### config.mk
export PLATFORM = sky130hd
export DESIGN_NAME = serv_csr_mirq_flat
export DESIGN_NICKNAME = d
export VERILOG_FILES = /design/src/rtl/serv_csr_pkg.sv /design/src/rtl/serv_csr_mirq_if.sv /design/src/rtl/serv_irq_prio.sv /design/src/rtl/serv_csr_mirq.sv /design/src/flat_wrapper.sv
export SDC_FILE = /design/constraint.sdc
export NUM_CORES = 1
export LEC_CHECK = 0
export CAP_MARGIN = 20
export CORE_MARGIN = 5
export CORE_UTILIZATION = 48
export DETAILED_ROUTE_END_ITERATION = 7
export GPL_ROUTABILITY_DRIVEN = 0
export HOLD_SLACK_MARGIN = 0.1
export MAX_ROUTING_LAYER = met4
export PLACE_DENSITY = 0.79
export RECOVER_POWER = 100
export SLEW_MARGIN = 0
export SYNTH_ARGS = -nofsm -noshare
export SYNTH_HDL_FRONTEND = slang
export SYNTH_SLANG_ARGS = --single-unit
### constraint.sdc
create_clock -name i_clk -period 2.8 [get_ports i_clk]
set_input_delay 0.56 -clock i_clk [delete_from_list [all_inputs] [get_ports i_clk]]
set_output_delay 0.56 -clock i_clk [all_outputs]
set_load 0.005 [all_outputs]
### src/rtl/serv_csr_pkg.sv
// Shared definitions for the interrupt-capable serial CSR block:
// CSR write-source encodings, mstatus bit positions, mcause layout.
package serv_csr_pkg;

   typedef enum logic [1:0] {
      SRC_CSR = 2'b00,
      SRC_EXT = 2'b01,
      SRC_SET = 2'b10,
      SRC_CLR = 2'b11
   } csr_src_e;

   localparam int MSTATUS_MIE   = 3;
   localparam int MSTATUS_MPIE  = 7;
   localparam int MCAUSE_INT    = 31;
   localparam int MCAUSE_CODE_W = 5;

   // One bit of the CSR read-modify-write datapath.
   function automatic logic csr_op(input csr_src_e src,
                                   input logic     q,
                                   input logic     d);
      logic r;
      case (src)
         SRC_EXT: r = d;
         SRC_SET: r = q | d;
         SRC_CLR: r = q & ~d;
         default: r = q;
      endcase
      return r;
   endfunction

endpackage

### src/rtl/serv_csr_mirq_if.sv
// Serial CSR bus between the control/state logic and the CSR block.
// master: control side (drives i_*); slave: CSR block (drives o_*).
interface serv_csr_mirq_if;

   logic       i_init;
   logic       i_en;
   logic [4:0] i_cnt;
   logic       i_cnt_done;
   logic       i_trap;
   logic       i_mret;
   logic [4:0] i_exc_code;
   logic       i_mstatus_en;
   logic       i_mie_en;
   logic       i_mip_en;
   logic       i_mcause_en;
   logic [1:0] i_csr_source;
   logic       i_csr_d_sel;
   logic       i_csr_imm;
   logic       i_rs1;
   logic       o_new_irq;
   logic       o_csr_in;
   logic       o_q;

   modport master (
      output i_init, i_en, i_cnt, i_cnt_done,
      output i_trap, i_mret, i_exc_code,
      output i_mstatus_en, i_mie_en, i_mip_en, i_mcause_en,
      output i_csr_source, i_csr_d_sel, i_csr_imm, i_rs1,
      input  o_new_irq, o_csr_in, o_q
   );

   modport slave (
      input  i_init, i_en, i_cnt, i_cnt_done,
      input  i_trap, i_mret, i_exc_code,
      input  i_mstatus_en, i_mie_en, i_mip_en, i_mcause_en,
      input  i_csr_source, i_csr_d_sel, i_csr_imm, i_rs1,
      output o_new_irq, o_csr_in, o_q
   );

endinterface

### src/rtl/serv_irq_prio.sv
// Lowest-index-wins priority encoder over the pending interrupt lines.
// Ports: i_req (NIRQ requests), o_valid (any set), o_idx (winner index).
module serv_irq_prio #(
   parameter int NIRQ = 3
) (
   input  logic [NIRQ-1:0] i_req,
   output logic            o_valid,
   output logic [3:0]      o_idx
);

   // Scan from the top so the lowest set index is the last to win.
   always_comb begin
      o_valid = 1'b0;
      o_idx   = 4'd0;
      for (int k = NIRQ - 1; k >= 0; k--) begin
         if (i_req[k]) begin
            o_valid = 1'b1;
            o_idx   = 4'(k);
         end
      end
   end

endmodule

### src/rtl/serv_csr_mirq.sv
// Bit-serial mstatus/mie/mip/mcause with NIRQ prioritized level interrupts.
// Ports: i_clk, i_rst (sync, active high), i_irq[NIRQ], bus (slave).
module serv_csr_mirq
   import serv_csr_pkg::*;
#(
   parameter int NIRQ     = 3,
   parameter int IRQ_BASE = 7
) (
   input  logic            i_clk,
   input  logic            i_rst,
   input  logic [NIRQ-1:0] i_irq,
   serv_csr_mirq_if.slave  bus
);

   logic                     mstatus_mie;
   logic                     mstatus_mpie;
   logic [NIRQ-1:0]          mie_q;
   logic [NIRQ-1:0]          mip_q;
   logic                     new_irq_q;
   logic [3:0]               sel_q;
   logic                     mcause_int;
   logic [MCAUSE_CODE_W-1:0] mcause_code;

   logic [31:0] mstatus_w;
   logic [31:0] mie_w;
   logic [31:0] mip_w;
   logic [31:0] mcause_w;
   logic [31:0] rd_w;

   logic            q;
   logic            d;
   logic            wdat;
   logic            mstatus_wr;
   logic            mie_wr;
   logic            mcause_wr;
   logic [NIRQ-1:0] pend;
   logic            pend_v;
   logic [3:0]      pend_idx;
   logic            trap_done;
   logic            mret_done;
   logic            irq_take;
   logic [4:0]      irq_code;

   // Architectural 32-bit views; unimplemented bits read as zero.
   always_comb begin
      mstatus_w               = 32'd0;
      mstatus_w[MSTATUS_MIE]  = mstatus_mie;
      mstatus_w[MSTATUS_MPIE] = mstatus_mpie;
      mie_w                   = 32'd0;
      mip_w                   = 32'd0;
      for (int k = 0; k < NIRQ; k++) begin
         mie_w[IRQ_BASE + k] = mie_q[k];
         mip_w[IRQ_BASE + k] = mip_q[k];
      end
      mcause_w = {mcause_int,
                  {(MCAUSE_INT - MCAUSE_CODE_W){1'b0}},
                  mcause_code};
   end

   always_comb begin
      unique case (1'b1)
         bus.i_mstatus_en: rd_w = mstatus_w;
         bus.i_mie_en:     rd_w = mie_w;
         bus.i_mip_en:     rd_w = mip_w;
         bus.i_mcause_en:  rd_w = mcause_w;
         default:          rd_w = 32'd0;
      endcase
   end

   assign q    = bus.i_en & rd_w[bus.i_cnt];
   assign d    = bus.i_csr_d_sel ? bus.i_csr_imm : bus.i_rs1;
   assign wdat = csr_op(csr_src_e'(bus.i_csr_source), q, d);

   assign mstatus_wr = bus.i_en & bus.i_mstatus_en;
   assign mie_wr     = bus.i_en & bus.i_mie_en;
   assign mcause_wr  = bus.i_en & bus.i_mcause_en;

   assign pend = mip_q & mie_q;

   serv_irq_prio #(
      .NIRQ (NIRQ)
   ) u_prio (
      .i_req   (pend),
      .o_valid (pend_v),
      .o_idx   (pend_idx)
   );

   assign trap_done = bus.i_trap & bus.i_cnt_done;
   assign mret_done = bus.i_mret & bus.i_cnt_done & ~bus.i_trap;

   // A latched request is held (with its channel) until the trap
   // consumes it, so a later drop or a new winner cannot disturb it.
   assign irq_take = bus.i_cnt_done & ~bus.i_init & ~bus.i_trap &
                     ~new_irq_q & mstatus_mie & pend_v;

   assign irq_code = 5'(IRQ_BASE) + 5'(sel_q);

   always_ff @(posedge i_clk) begin
      if (i_rst) begin
         mstatus_mie  <= 1'b0;
         mstatus_mpie <= 1'b0;
         mie_q        <= '0;
         mip_q        <= '0;
         new_irq_q    <= 1'b0;
         sel_q        <= 4'd0;
         mcause_int   <= 1'b0;
         mcause_code  <= '0;
      end else begin
         mip_q <= i_irq;

         if (mstatus_wr && bus.i_cnt == 5'(MSTATUS_MIE))
            mstatus_mie <= wdat;
         if (mstatus_wr && bus.i_cnt == 5'(MSTATUS_MPIE))
            mstatus_mpie <= wdat;

         for (int k = 0; k < NIRQ; k++)
            if (mie_wr && bus.i_cnt == 5'(IRQ_BASE + k))
               mie_q[k] <= wdat;

         if (mcause_wr && bus.i_cnt == 5'(MCAUSE_INT))
            mcause_int <= wdat;
         for (int b = 0; b < MCAUSE_CODE_W; b++)
            if (mcause_wr && bus.i_cnt == 5'(b))
               mcause_code[b] <= wdat;

         if (irq_take) begin
            new_irq_q <= 1'b1;
            sel_q     <= pend_idx;
         end

         // Placed last so the trap overrides any same-cycle CSR write.
         if (trap_done) begin
            new_irq_q    <= 1'b0;
            mcause_int   <= new_irq_q;
            mcause_code  <= new_irq_q ? irq_code : bus.i_exc_code;
            mstatus_mpie <= mstatus_mie;
            mstatus_mie  <= 1'b0;
         end else if (mret_done) begin
            mstatus_mie  <= mstatus_mpie;
            mstatus_mpie <= 1'b1;
         end
      end
   end

   assign bus.o_q       = q;
   assign bus.o_csr_in  = wdat;
   assign bus.o_new_irq = new_irq_q;

endmodule

### src/flat_wrapper.sv
// flat-port wrapper written by rule: the top's interface ports become plain ports
module serv_csr_mirq_flat import serv_csr_pkg::*;
#(
   parameter int NIRQ     = 3,
   parameter int IRQ_BASE = 7
)
  (i_clk, i_rst, i_irq, bus_i_init, bus_i_en, bus_i_cnt, bus_i_cnt_done, bus_i_trap, bus_i_mret, bus_i_exc_code, bus_i_mstatus_en, bus_i_mie_en, bus_i_mip_en, bus_i_mcause_en, bus_i_csr_source, bus_i_csr_d_sel, bus_i_csr_imm, bus_i_rs1, bus_o_new_irq, bus_o_csr_in, bus_o_q);
  serv_csr_mirq_if bus_i ();
  input  logic i_clk;
  input  logic i_rst;
  input  logic [NIRQ-1:0] i_irq;
  input wire logic [$bits(bus_i.i_init)-1:0] bus_i_init;
  input wire logic [$bits(bus_i.i_en)-1:0] bus_i_en;
  input wire logic [$bits(bus_i.i_cnt)-1:0] bus_i_cnt;
  input wire logic [$bits(bus_i.i_cnt_done)-1:0] bus_i_cnt_done;
  input wire logic [$bits(bus_i.i_trap)-1:0] bus_i_trap;
  input wire logic [$bits(bus_i.i_mret)-1:0] bus_i_mret;
  input wire logic [$bits(bus_i.i_exc_code)-1:0] bus_i_exc_code;
  input wire logic [$bits(bus_i.i_mstatus_en)-1:0] bus_i_mstatus_en;
  input wire logic [$bits(bus_i.i_mie_en)-1:0] bus_i_mie_en;
  input wire logic [$bits(bus_i.i_mip_en)-1:0] bus_i_mip_en;
  input wire logic [$bits(bus_i.i_mcause_en)-1:0] bus_i_mcause_en;
  input wire logic [$bits(bus_i.i_csr_source)-1:0] bus_i_csr_source;
  input wire logic [$bits(bus_i.i_csr_d_sel)-1:0] bus_i_csr_d_sel;
  input wire logic [$bits(bus_i.i_csr_imm)-1:0] bus_i_csr_imm;
  input wire logic [$bits(bus_i.i_rs1)-1:0] bus_i_rs1;
  output wire logic [$bits(bus_i.o_new_irq)-1:0] bus_o_new_irq;
  output wire logic [$bits(bus_i.o_csr_in)-1:0] bus_o_csr_in;
  output wire logic [$bits(bus_i.o_q)-1:0] bus_o_q;
  assign bus_i.i_init = bus_i_init;
  assign bus_i.i_en = bus_i_en;
  assign bus_i.i_cnt = bus_i_cnt;
  assign bus_i.i_cnt_done = bus_i_cnt_done;
  assign bus_i.i_trap = bus_i_trap;
  assign bus_i.i_mret = bus_i_mret;
  assign bus_i.i_exc_code = bus_i_exc_code;
  assign bus_i.i_mstatus_en = bus_i_mstatus_en;
  assign bus_i.i_mie_en = bus_i_mie_en;
  assign bus_i.i_mip_en = bus_i_mip_en;
  assign bus_i.i_mcause_en = bus_i_mcause_en;
  assign bus_i.i_csr_source = bus_i_csr_source;
  assign bus_i.i_csr_d_sel = bus_i_csr_d_sel;
  assign bus_i.i_csr_imm = bus_i_csr_imm;
  assign bus_i.i_rs1 = bus_i_rs1;
  assign bus_o_new_irq = bus_i.o_new_irq;
  assign bus_o_csr_in = bus_i.o_csr_in;
  assign bus_o_q = bus_i.o_q;
  serv_csr_mirq #(.NIRQ(NIRQ), .IRQ_BASE(IRQ_BASE)) u_core (.i_clk(i_clk), .i_rst(i_rst), .i_irq(i_irq), .bus(bus_i));
endmodule
==> summary.txt <==
Global route
  • Initial antenna violation count: 0
  • All-Layer GR Usage: 22.7%
  • Number of global-route vias before repair: 1345
  • First-pass GRT wire length: approximately 6000 um
  • Overflow after GRT: 0
  • Pin count of the biggest net entering global routing: 20

Logic synthesis
  • Post-synth EDFFs: 0
  • Yosys warnings: 0
  • Async SR Flop Fraction: 0%
  • Main synth FF type: dfxtp_1
  • Mapped Cells: 158
  • Number of synthesized register bits: 17
  • Syn Nets: between 150 and 200
  • Mean Syn Cell Area: around 7.7 um^2
  • Post-synthesis instance area: approximately 1200 um^2
  • Post-synthesis sequential area ratio: 28.0%
  • Library cells used by synthesis: 48

Floorplanning
  • Core box area: around 2500 um^2
  • Die Area: ~3600 um^2
  • Die Wd: slightly above 60 um
  • Ports: 32
  • # rows: 18
  • Vert. Die Dim: about 60 um
  • Initial core utilization: 49.5%

Power and ir drop
  • P per Cell Area: around 320 nW/um^2
  • Leak: slightly below 0.0007 uW
  • Worst VDD drop: ~340 uV
  • Tot Pwr: about 560 uW

Route
  • Via density per instance: roughly 5.9
  • Initial DRC Count: 64
  • Drt total wl: 3670 um
  • ANT nets after route: 0
  • Routed vias: around 1400
  • Pre-antenna DRT Iters: 4
  • DRC errors left: 0
  • Drt wl/cell: 15.1 um

CTS
  • CTS Buffer Depth: 2
  • Number of buffers created by CTS: 3
  • Worst-skew pair later-pin latency: roughly 290 ps
  • # H-tree levels: 1
  • Register clock-pin slew on the reported worst setup and hold paths: approximately 90 ps
  • Num Clock Sinks: 17
  • CTS tree: yes
  • Root Buffer Master: clkbuf_4
  • Cts hold-fix bufs: 0

Worst setup path
  • Worst Path Max Fanout: 6
  • Reg2reg end: u_core.mcause_int
  • CP Class: in2out
  • Register-to-Register Path Depth: 8
  • Critical path required time: approximately 2200 ps
  • R2r startpoint: u_core.mcause_code[2]
  • Crit path DAT: between 2000 and 2500 ps
  • Critical path launch point type: primary input
  • Reg2Reg Setup Slack: 570 ps
  • Crit. End Element: primary output

Worst hold path
  • WHS Path Cells: 2
  • Worst Hold Class: reg2reg
  • Worst Hold Path EP: u_core.sel_q[0]
  • Hold Startpoint: u_core.sel_q[0]

STA
  • Finish-stage setup viols: 0
  • Tcrit/Tclk final: 97.4%
  • Setup TNS: 0 ps
  • Final Hold Vio Count: 0
  • Slew at the pin closest to its max-slew limit: between 600 and 700 ps
  • Peak Freq: around 370 MHz
  • Slew Viols, Final: 0
  • Clock skew: 2.94 ps
  • Final worst slack: 73.1 ps
  • Max-slew headroom: 58.2%
  • RSZ-0062 raised after global routing: false
  • Post-route minimum period: between 2000 and 3000 ps

Final layout
  • Nets: 244
  • Area added between synthesis and finish: 43.4%
  • Most frequent cells in the layout: buf_4 (26), nand2_1 (22), clkdlybuf4s50_1 (17), dfxtp_1 (17), nor2_1 (15)
  • Commonest non-fill, non-tap cell in the layout: buf_4
  • Multi-input logic area: 823 um^2
  • Area taken by flip-flops and latches: roughly 340 um^2
  • Fill cells: between 200 and 250
  • Number of antenna diodes: 0
  • Layout cells sized above 1: a little under a quarter

Placement
  • I/O Buffers: 31
  • DP HPWL: ~2800 um
  • DP Worst Slack: -554 ps

Outcome
  • Outcome: finished clean

Run
  • Number of max-cap violations: 0
## worst max-delay path, stage by stage
cell and delay (ps):
dlygate4sd2_1 310, a222oi_1 390, nor3b_2 90, o211ai_1 180
buf_4 150, nor3_4 40, a21oi_2 120, nor2b_1 60
dlygate4sd2_1 260
## state kept, by name (all words and copies together), names as in the netlist
name and count:
u_core.bus.o_new_irq 1, u_core.mcause_code 5, u_core.mcause_int 1, u_core.mie_q 3
u_core.mip_q 3, u_core.mstatus_mie 1, u_core.mstatus_mpie 1, u_core.sel_q 2
## routing by layer
layer	share of wire, %	vias up	track usage, %	wire length [um]
li1	-	702	-	-
met5	0	-	-	0
met3	8.9	9	2.81	326
met2	47	63	36.1	1710
met1	43	661	29.5	1560
met4	1.9	0	7.28	68
## cell type report
class	instances	area share [%]
multi-input combinational	129	47.3
timing repair buffer	60	28.9
sequential	17	19.5
inverter	3	0.647
clock buffer	4	1.51
tap	30	2.16
## cell families after synthesis
| group | Yosys count | share of synthesized area [%] |
|---|---|---|
| AND/OR/NAND/NOR | 81 | 35.8 |
| AO/OA/AOI/OAI | 44 | 27.8 |
| flip-flops | 17 | 28.0 |
| buffers and inverters | 12 | 4.63 |
| multiplexers | 3 | 2.68 |
| adder cells (fa/ha/maj) | 1 | 1.03 |
## through the flow
step                area [um^2]  instances  hold WS (ps)  utilization, %
floorplan                  1210        158           445               -
global placement           1710        236           461            69.8
detailed placement         1710        236           467            69.8
CTS                        1770        242           481            72.1
global route               1740        243           522            70.9
finish                     1740        243           476            70.9
## where the power goes
group          switching, uW  internal [uW]  leakage [uW]
sequential              7.61            251      0.000139
clock                   74.1           55.5     0.0000150
combinational           80.1           93.8      0.000520
total                    162            400      0.000674
## Yosys cell counts, drive strengths merged (3+ instances only)
master / number / area (um^2)
nand3: 4 / 20.0
nand4: 8 / 50.1
nor2: 15 / 56.3
a21oi: 14 / 73.8
a211oi: 3 / 27.5
inv: 3 / 11.3
nand2: 22 / 82.6
a31oi: 3 / 18.8
and3: 4 / 30.0
dfxtp: 17 / 340
nor2b: 10 / 70.1
nor3: 5 / 30.0
buf: 4 / 26.3
o21ai: 4 / 23.8
clkbuf: 5 / 18.8
nand3b: 4 / 30.0
## worst max path at each step
stage                       startpoint           end
after floorplan           bus_i_cnt[0]  bus_o_csr_in
after global placement    bus_i_cnt[0]  bus_o_csr_in
after detailed placement  bus_i_cnt[0]  bus_o_csr_in
after CTS                 bus_i_cnt[3]       bus_o_q
after global routing      bus_i_mie_en  bus_o_csr_in
final                     bus_i_mie_en       bus_o_q
## repair_timing
action / 4_1_cts / 5_1_grt
gates resized for setup: 21 / 7
setup endpoints to repair: 2 / 2
buffers inserted: 2 / 1
pin swaps: 3 / 3
(Power assumes the default switching activity.)
